**config.mk**
```make
export PLATFORM = sky130hd
export DESIGN_NAME = branch_resolve
export DESIGN_NICKNAME = d
export VERILOG_FILES = /design/src/rtl/branch_resolve.sv
export SDC_FILE = /design/constraint.sdc
export NUM_CORES = 1
export LEC_CHECK = 0
export BUFFER_PORTS_ARGS = -buffer_cell sky130_fd_sc_hd__buf_2
export CAP_MARGIN = 30
export CORE_UTILIZATION = 56
export CTS_CLUSTER_DIAMETER = 120
export DETAILED_ROUTE_END_ITERATION = 12
export PLACE_DENSITY = 0.82
export SYNTH_ARGS = -nofsm -noshare
export SYNTH_HDL_FRONTEND = slang
export SYNTH_SLANG_ARGS = --single-unit
```
**constraint.sdc**
```tcl
create_clock -name clk -period 4.02 [get_ports clk]
set_input_delay 0 -clock clk [delete_from_list [all_inputs] [get_ports clk]]
set_output_delay 0 -clock clk [all_outputs]
set_load 0.1 [all_outputs]
```
**src/rtl/branch_resolve.sv**
```systemverilog
// Branch/jump resolution unit: resolves direction and target of RV32 BRANCH/JAL/JALR
// in a two-stage valid/ready pipeline and counts delivered mispredictions.
module branch_resolve #(
  parameter int unsigned DATA_LEN = 32,
  parameter int unsigned ADDR_LEN = 32,
  parameter int unsigned RRF_SEL  = 6
) (
  input  logic                clk,
  input  logic                reset,
  input  logic                in_valid,
  output logic                in_ready,
  input  logic [6:0]          in_opcode,
  input  logic [2:0]          in_funct3,
  input  logic [ADDR_LEN-1:0] in_pc,
  input  logic [DATA_LEN-1:0] in_src1,
  input  logic [DATA_LEN-1:0] in_src2,
  input  logic [DATA_LEN-1:0] in_brimm,
  input  logic                in_pred_taken,
  input  logic [ADDR_LEN-1:0] in_pred_addr,
  input  logic [RRF_SEL-1:0]  in_tag,
  input  logic                flush,
  output logic                out_valid,
  input  logic                out_ready,
  output logic                out_taken,
  output logic                out_mispred,
  output logic [ADDR_LEN-1:0] out_next_pc,
  output logic [DATA_LEN-1:0] out_link,
  output logic [RRF_SEL-1:0]  out_tag,
  output logic [15:0]         mispred_cnt
);

  localparam int unsigned CNT_W     = 16;
  localparam logic [6:0]  OP_BRANCH = 7'b1100011;
  localparam logic [6:0]  OP_JAL    = 7'b1101111;
  localparam logic [6:0]  OP_JALR   = 7'b1100111;

  logic                taken_c;
  logic                mispred_c;
  logic [ADDR_LEN-1:0] pc_plus4_c;
  logic [ADDR_LEN-1:0] target_c;
  logic [ADDR_LEN-1:0] jalr_sum_c;
  logic [ADDR_LEN-1:0] next_pc_c;

  // Resolve the issued op; the result is captured straight into S1.
  always_comb begin
    taken_c    = 1'b0;
    pc_plus4_c = in_pc + ADDR_LEN'(4);
    target_c   = pc_plus4_c;
    jalr_sum_c = ADDR_LEN'(in_src1 + in_brimm);
    unique case (in_opcode)
      OP_BRANCH: begin
        target_c = in_pc + ADDR_LEN'(in_brimm);
        case (in_funct3)
          3'b000:  taken_c = (in_src1 == in_src2);
          3'b001:  taken_c = (in_src1 != in_src2);
          3'b100:  taken_c = ($signed(in_src1) <  $signed(in_src2));
          3'b101:  taken_c = ($signed(in_src1) >= $signed(in_src2));
          3'b110:  taken_c = (in_src1 <  in_src2);
          3'b111:  taken_c = (in_src1 >= in_src2);
          default: taken_c = 1'b0;
        endcase
      end
      OP_JAL: begin
        taken_c  = 1'b1;
        target_c = in_pc + ADDR_LEN'(in_brimm);
      end
      OP_JALR: begin
        taken_c  = 1'b1;
        target_c = {jalr_sum_c[ADDR_LEN-1:1], 1'b0};
      end
      default: ;
    endcase
    next_pc_c = taken_c ? target_c : pc_plus4_c;
    mispred_c = (taken_c != in_pred_taken) || (taken_c && (target_c != in_pred_addr));
  end

  logic                s1_valid_q,   s1_valid_d;
  logic                s1_taken_q,   s1_taken_d;
  logic                s1_mispred_q, s1_mispred_d;
  logic [ADDR_LEN-1:0] s1_next_pc_q, s1_next_pc_d;
  logic [DATA_LEN-1:0] s1_link_q,    s1_link_d;
  logic [RRF_SEL-1:0]  s1_tag_q,     s1_tag_d;

  logic                s2_valid_q,   s2_valid_d;
  logic                s2_taken_q,   s2_taken_d;
  logic                s2_mispred_q, s2_mispred_d;
  logic [ADDR_LEN-1:0] s2_next_pc_q, s2_next_pc_d;
  logic [DATA_LEN-1:0] s2_link_q,    s2_link_d;
  logic [RRF_SEL-1:0]  s2_tag_q,     s2_tag_d;

  logic [CNT_W-1:0]    cnt_q, cnt_d;

  logic deliver_c;
  logic s2_adv_c;
  logic accept_c;

  // Handshake: out_ready reaches in_ready combinationally, no in_* reaches out_*.
  always_comb begin
    deliver_c = s2_valid_q && out_ready;
    s2_adv_c  = !s2_valid_q || out_ready;
    in_ready  = !reset && !flush && (!s1_valid_q || s2_adv_c);
    accept_c  = in_valid && in_ready;
  end

  always_comb begin
    s1_valid_d   = s1_valid_q;
    s1_taken_d   = s1_taken_q;
    s1_mispred_d = s1_mispred_q;
    s1_next_pc_d = s1_next_pc_q;
    s1_link_d    = s1_link_q;
    s1_tag_d     = s1_tag_q;
    s2_valid_d   = s2_valid_q;
    s2_taken_d   = s2_taken_q;
    s2_mispred_d = s2_mispred_q;
    s2_next_pc_d = s2_next_pc_q;
    s2_link_d    = s2_link_q;
    s2_tag_d     = s2_tag_q;
    cnt_d        = cnt_q;

    if (s2_adv_c) begin
      s2_valid_d = s1_valid_q;
      if (s1_valid_q) begin
        s2_taken_d   = s1_taken_q;
        s2_mispred_d = s1_mispred_q;
        s2_next_pc_d = s1_next_pc_q;
        s2_link_d    = s1_link_q;
        s2_tag_d     = s1_tag_q;
      end
    end

    if (accept_c) begin
      s1_valid_d   = 1'b1;
      s1_taken_d   = taken_c;
      s1_mispred_d = mispred_c;
      s1_next_pc_d = next_pc_c;
      s1_link_d    = DATA_LEN'(pc_plus4_c);
      s1_tag_d     = in_tag;
    end else if (s1_valid_q && s2_adv_c) begin
      s1_valid_d = 1'b0;
    end

    if (flush) begin
      s1_valid_d = 1'b0;
      s2_valid_d = 1'b0;
    end

    // A delivery in the same cycle as flush still counts.
    if (deliver_c && s2_mispred_q && (cnt_q != {CNT_W{1'b1}})) begin
      cnt_d = cnt_q + CNT_W'(1);
    end
  end

  always_ff @(posedge clk) begin
    if (reset) begin
      s1_valid_q   <= 1'b0;
      s1_taken_q   <= 1'b0;
      s1_mispred_q <= 1'b0;
      s1_next_pc_q <= '0;
      s1_link_q    <= '0;
      s1_tag_q     <= '0;
      s2_valid_q   <= 1'b0;
      s2_taken_q   <= 1'b0;
      s2_mispred_q <= 1'b0;
      s2_next_pc_q <= '0;
      s2_link_q    <= '0;
      s2_tag_q     <= '0;
      cnt_q        <= '0;
    end else begin
      s1_valid_q   <= s1_valid_d;
      s1_taken_q   <= s1_taken_d;
      s1_mispred_q <= s1_mispred_d;
      s1_next_pc_q <= s1_next_pc_d;
      s1_link_q    <= s1_link_d;
      s1_tag_q     <= s1_tag_d;
      s2_valid_q   <= s2_valid_d;
      s2_taken_q   <= s2_taken_d;
      s2_mispred_q <= s2_mispred_d;
      s2_next_pc_q <= s2_next_pc_d;
      s2_link_q    <= s2_link_d;
      s2_tag_q     <= s2_tag_d;
      cnt_q        <= cnt_d;
    end
  end

  assign out_valid   = s2_valid_q;
  assign out_taken   = s2_taken_q;
  assign out_mispred = s2_mispred_q;
  assign out_next_pc = s2_next_pc_q;
  assign out_link    = s2_link_q;
  assign out_tag     = s2_tag_q;
  assign mispred_cnt = cnt_q;

endmodule

```
## Word-level counts from Yosys, hierarchy flattened

Index checks and enable logic that the tools add are counted.
W data, S select, Z words.

| cells by class | value |
|---|---|
| $add $sub $neg | 4 |
| reductions and logical operators | 21 |
| divide/modulo/power cells | 0 |
| multiplexer cells | 6 |
| magnitude comparators | 4 |
| equality and inequality tests | 13 |
| bitwise operators | 0 |
| shifts and indexed selects | 0 |
| multipliers | 0 |

Operators by type and width:

| operator | number |
|---|---|
| $add A32 B32 Y32 | 2 |
| $ge A32 B32 Y1 | 2 |
| $lt A32 B32 Y1 | 2 |
| $ne A32 B32 Y1 | 2 |
| $pmux W32 S2 | 1 |
| $add A32 B3 Y32 const B | 1 |
| $eq A32 B32 Y1 | 1 |
| $mux W32 | 1 |
| $eq A7 B7 Y1 const B | 3 |
| $add A16 B1 Y16 const B | 1 |
| $ne A16 B16 Y1 const B | 1 |
| $eq A3 B3 Y1 const B | 4 |
| $logic_and A1 B1 Y1 | 8 |
| $pmux W1 S6 | 1 |
| $reduce_or A2 Y1 | 3 |
| $logic_not A1 Y1 | 4 |
| $eq A3 B1 Y1 const B | 1 |
| $logic_not A3 Y1 | 1 |
| $logic_or A1 B1 Y1 | 3 |
| $mux W1 | 2 |
| $pmux W1 S2 | 1 |
| $reduce_and A2 Y1 | 1 |
| $reduce_bool A2 Y1 | 1 |
| $ne A1 B1 Y1 | 1 |

| storage, ports and cells | value |
|---|---|
| memories kept | 0 |
| RAM bits | 0 |
| input port bits | 182 |
| output and inout port bits | 90 |
| bits in latches | 0 |
| logic and storage cells | 61 |
| bits in registers | 162 |
| memory bits (read-only) | 0 |

## Logic depth before layout (Yosys ltp)

| depth | value |
|---|---|
| depth in word-level cells | 6 |
| gate-level depth with buffers | 15 |
| depth with buffers taken out | 15 |

## Worst setup path after synthesis

Ideal clock, no wire load.

| path | value |
|---|---|
| path type | register to register |
| start | reg s2_valid_q, in the netlist out_valid |
| end | reg s1_mispred_q |
| cell stages (with the launch flop) | 13 |
| path slack | -0.298 ns |
| arrival time | 4.198 ns |
| path through | dfxtp_1 nor2b_1 a211oi_2 and2_1 buf_2 nand3_1 or4_1 nor4_1 and4_1 nand4_1 nor4_2 and4_1 a21oi_1 |

| between the ends | value |
|---|---|
| cells in the longest elaborated chain, start to end | 5 |

Ends and longest elaborated chain:

| element | line | RTL |
|---|---|---|
| start, declared | 84 | `logic s2_valid_q, s2_valid_d;` |
| start signal, assigned | 175 | `s2_valid_q <= s2_valid_d;` |
| $logic_not A1 Y1 | 100 | `s2_adv_c = !s2_valid_q \|\| out_ready;` |
| $logic_or A1 B1 Y1 | 100 |  |
| $logic_or A1 B1 Y1 | 101 | `in_ready = !reset && !flush && (!s1_valid_q \|\| s2_adv_c);` |
| $logic_and A1 B1 Y1 | 101 |  |
| net in_ready | 11 | `output logic in_ready,` |
| $logic_and A1 B1 Y1 | 102 | `accept_c = in_valid && in_ready;` |
| end signal, assigned | 171 | `s1_mispred_q <= s1_mispred_d;` |
| end, declared | 79 | `logic s1_mispred_q, s1_mispred_d;` |

The timed path passes the listed nets, and every way through them passes these cells.
A chain may end at the register's enable or synchronous reset.

## Worst setup path after layout

| path | value |
|---|---|
| start | in in_pc[0] |
| end | reg s1_mispred_q |

| between the ends | value |
|---|---|
| cells in the longest elaborated chain, start to end | 5 |

Ends and longest elaborated chain:

| element | line | RTL |
|---|---|---|
| start, declared | 14 | `input logic [ADDR_LEN-1:0] in_pc,` |
| $add A32 B3 Y32 or $add A32 B32 Y32 (tied branches) | 47, 52, 65 |  |
| $pmux W32 S2 (*) | 50 | `unique case (in_opcode)` |
| $ne A32 B32 Y1 (*) | 74 | `mispred_c = (taken_c != in_pred_taken) \|\| (taken_c && (target_c != in_pred_addr));` |
| $logic_and A1 B1 Y1 (*) | 74 |  |
| $logic_or A1 B1 Y1 (*) | 74 |  |

Mark *: on every way between the ends. The rest lies on a longest branch, timed or not.

==> summary.txt <==
Final layout
  – Fin cells: 2178
  – Reg area: 0.00324 mm^2
  – Area growth syn-to-layout: 18.4%
  – Commonest non-fill, non-tap cell in the layout: nand2_1
  – Final nets: 2168
  – Layout cells sized above 1: 18.0%
  – Area of the multi-input gates: 0.00837 mm^2
  – Leading cell types in the layout, fill and taps excluded: nand2_1 (326), buf_2 (270), a21oi_1 (206), dfxtp_1 (162), nor2_1 (133)
  – Fillcell total: 1844

Logic synthesis
  – Mapped Area: 0.0121 mm^2
  – Post-synth EDFFs: 0
  – Yosys warns: 0
  – Netlist cell types: 79
  – Async S/R FF share, synth: 0%
  – Seq cells post-synth: 162
  – Post-synthesis sequential area ratio: 26.7%
  – Dominant synthesized flop cell: dfxtp_1
  – Synth area leader: dfxtp_1
  – Post-synth top area share: 26.7%
  – Synthesized area per cell: 7.32 um^2
  – Synth area leaders: dfxtp_1 (27%), nand2_1 (10%), ha_1 (9.8%), a21oi_1 (8.5%), xor2_1 (5.3%)
  – Syn Inst Count: 1659
  – Synth Net Count: 1938

Outcome
  – Status: finished, final reports clean

Critical path
  – Max FO, Critical Path: 5
  – R2R Setup Slk: 1170 ps
  – Critical Path Slowest Stage Cell: a2111oi_1
  – Worst reg2reg startpoint: out_valid
  – Crit path launch type: input pin
  – Critical Path, Cell by Cell: dlygate4sd3_1, buf_2, ha_1, inv_1, fa_1, nand2b_1, a21oi_1, o31ai_1, a211oi_1, buf_4, a21oi_2, o31ai_1, xnor2_1, o22ai_1, a2111oi_1, and4_1, a21oi_1
  – Critical Path AT: 4070 ps
  – R2r endpoint: s1_mispred_q
  – Path type of the worst setup path: input pin to register
  – CP endpoint kind: register
  – Largest stage delay on the critical path: 640 ps
  – R2R depth: 11
  – CP startpoint: in_pc[0]
  – WP data required: 4330 ps
  – Critical path capture point: s1_mispred_q

Detailed routing
  – # DRC: 0
  – Vias/cell: 6.05
  – Antenna Nets Post-Route: 0
  – Routed len/inst: 18.2 um
  – Initial drt markers: 1077
  – DRT Pass-1 Iters: 5
  – Post-Route WL: 39.6 mm
  – Via Count: 13200

Pwr
  – PwrDens: 312 mW/mm^2
  – Power consumption: 4.49 mW
  – Leakage Power: 6.29 nW
  – Max IR drop VDD: 0.259 mV

Timing
  – Part of the cycle the worst path needs: 93.7%
  – Rel. slew slack: 37.1%
  – Clk_skew: 12.0 ps
  – Min Tclk post-route: 3770 ps
  – Setup TNS: 0 ps
  – Final setup vio count: 0
  – Count of pins over their slew limit: 0
  – RSZ-0062 raised after global routing: no
  – Worst Tran Pin Value: 944 ps
  – Final hold vios: 0
  – Max Clk Rate: 266 MHz

Clock network
  – Clock-pin slew on the worst setup and hold paths: 70 ps
  – CTS buffer count: 17
  – H-Tree Depth: 4
  – Clock latency on the worst-skew pair: 430 ps
  – CTS root buffer: clkbuf_16
  – CTS tree: yes
  – CTS sink cnt: 162
  – Post-CTS Setup Bufs: 0
  – CTS Buffer Depth: 2

Global route
  – Total GRT Usage: 34.7%
  – GR Util met2: 57.5%
  – Routing usage on met3: 3.70%
  – GR Util met1: 46.0%
  – First-pass GRT wire length: 61.0 mm
  – Gr busiest metal: met2
  – Initial antenna violation count: 0
  – Vias in the first global route: 12100
  – Pin count of the biggest net entering global routing: 98
  – GRT overflow: 0

Place
  – Global placer's final weighted congestion: 0.974
  – Post-DP HPWL: 31.2 mm
  – Post-placement cell count: 2134
  – # port buffers: 271

Floorplanning
  – Row cnt: 53
  – Core area: 0.0212 mm^2
  – Initial core utilization: 57.4%
  – DIE WIDTH: 149 um
  – Die Area: 0.0223 mm^2
  – Top-Level Pins: 272
  – Die Ht: 149 um

Run
  – Max-Cap Viols: 0

Min path
  – Min-delay worst type: input pin to register
## power breakdown
group          internal [mW]  switching (mW)  leakage (nW)  total (mW)
logic                  0.436           0.762          4.68        1.20
registers               1.64          0.0219          1.31        1.66
clock network          0.937           0.691         0.292        1.63
## worst max-delay path, delay by kind of cell
kind / cells / cell delay, ps
AOI/OAI and AO/OA: 8 / 1950
xor gates and xnor gates: 1 / 160
adders and majority gates: 2 / 570
buffers and inverters: 4 / 950
and+or+nand+nor: 2 / 460
## metrics by stage
step / hold WS, ps / setup WS (ps) / cell area (um^2) / utilization [%]
2_1_floorplan: 79.3 / 142 / 12200 / -
4_1_cts: 3.05 / 122 / 14400 / 67.9
6_report: 12.6 / 254 / 14400 / 68.0
3_5_place_dp: 251 / 227 / 13700 / 64.5
3_3_place_gp: 242 / 168 / 13700 / 64.5
5_1_grt: 57.8 / 97.0 / 14400 / 67.9
## layout make-up
type | instances | share of cell area (%)
Clock inverter | 14 | 1.20
Tap cell | 275 | 2.39
Sequential cell | 162 | 22.6
Clock buffer | 18 | 2.99
Inverter | 56 | 1.46
Multi-Input combinational cell | 1352 | 58.2
Antenna cell | 1 | 0.0174
Timing Repair Buffer | 300 | 11.2
## routing by layer
metal	vias up	part of all wire [%]
met3	81	7.1
li1	6370	-
met5	-	0
met4	0	3.3
met2	618	46
met1	6108	44
## cell usage after synthesis (3+ instances only)
cell	instances
and3_1	10
o21ai_1	9
nand2_1	326
o2111ai_1	3
a221oi_1	13
xor2_1	74
o21ai_0	45
nor2b_1	8
nor4_1	9
nor3_1	31
a21oi_1	207
buf_1	4
buf_2	7
o31ai_1	4
mux2i_1	34
o211ai_1	10
dfxtp_1	162
a211oi_1	47
nand2b_1	9
a22oi_1	8
a211o_1	4
o22ai_1	12
and4_1	6
nor3b_1	3
o21a_1	8
a21o_1	22
o21bai_1	11
nand3_1	41
ha_1	95
a32oi_1	3
or3_1	7
clkbuf_1	76
a31oi_1	7
nand4_1	46
nor2_1	133
inv_1	56
xnor2_1	43
and2_1	9
## worst min-delay path by stage
stage | from | end | slack, ps | depth (start not counted)
after floorplan | flush | out_valid | 80 | 1
after global placement | flush | out_valid | 240 | 2
after detailed placement | flush | s1_valid_q | 250 | 2
after CTS | out_ready | out_valid | 3 | 4
after global routing | out_ready | out_valid | 60 | 4
final | out_ready | out_valid | 10 | 4
## state kept, by name (all words and copies together) (netlist names)
register	count
s1_link_q	32
out_next_pc	32
out_link	32
s1_valid_q	1
out_mispred	1
s1_taken_q	1
s1_next_pc_q	32
out_taken	1
out_valid	1
s1_tag_q	6
out_tag	6
mispred_cnt	16
s1_mispred_q	1
## logic make-up after synthesis
| group | Yosys count | share of synthesized area, % |
|---|---|---|
| simple gates | 657 | 24.4 |
| mux | 35 | 2.89 |
| xor+xnor | 117 | 8.44 |
| compound gates | 445 | 22.7 |
| flops | 162 | 26.7 |
| buf+inv | 145 | 4.68 |
| fa+ha+maj | 98 | 10.2 |
## repair_timing
| item | CTS | global route |
|---|---|---|
| endpoints found under the setup margin | 0 | 1 |
| gates resized for setup | 0 | 3 |
| hold buffers | 11 | 0 |
| endpoints found under the hold margin | 12 | 0 |
Power figures use the tool's default switching activity.
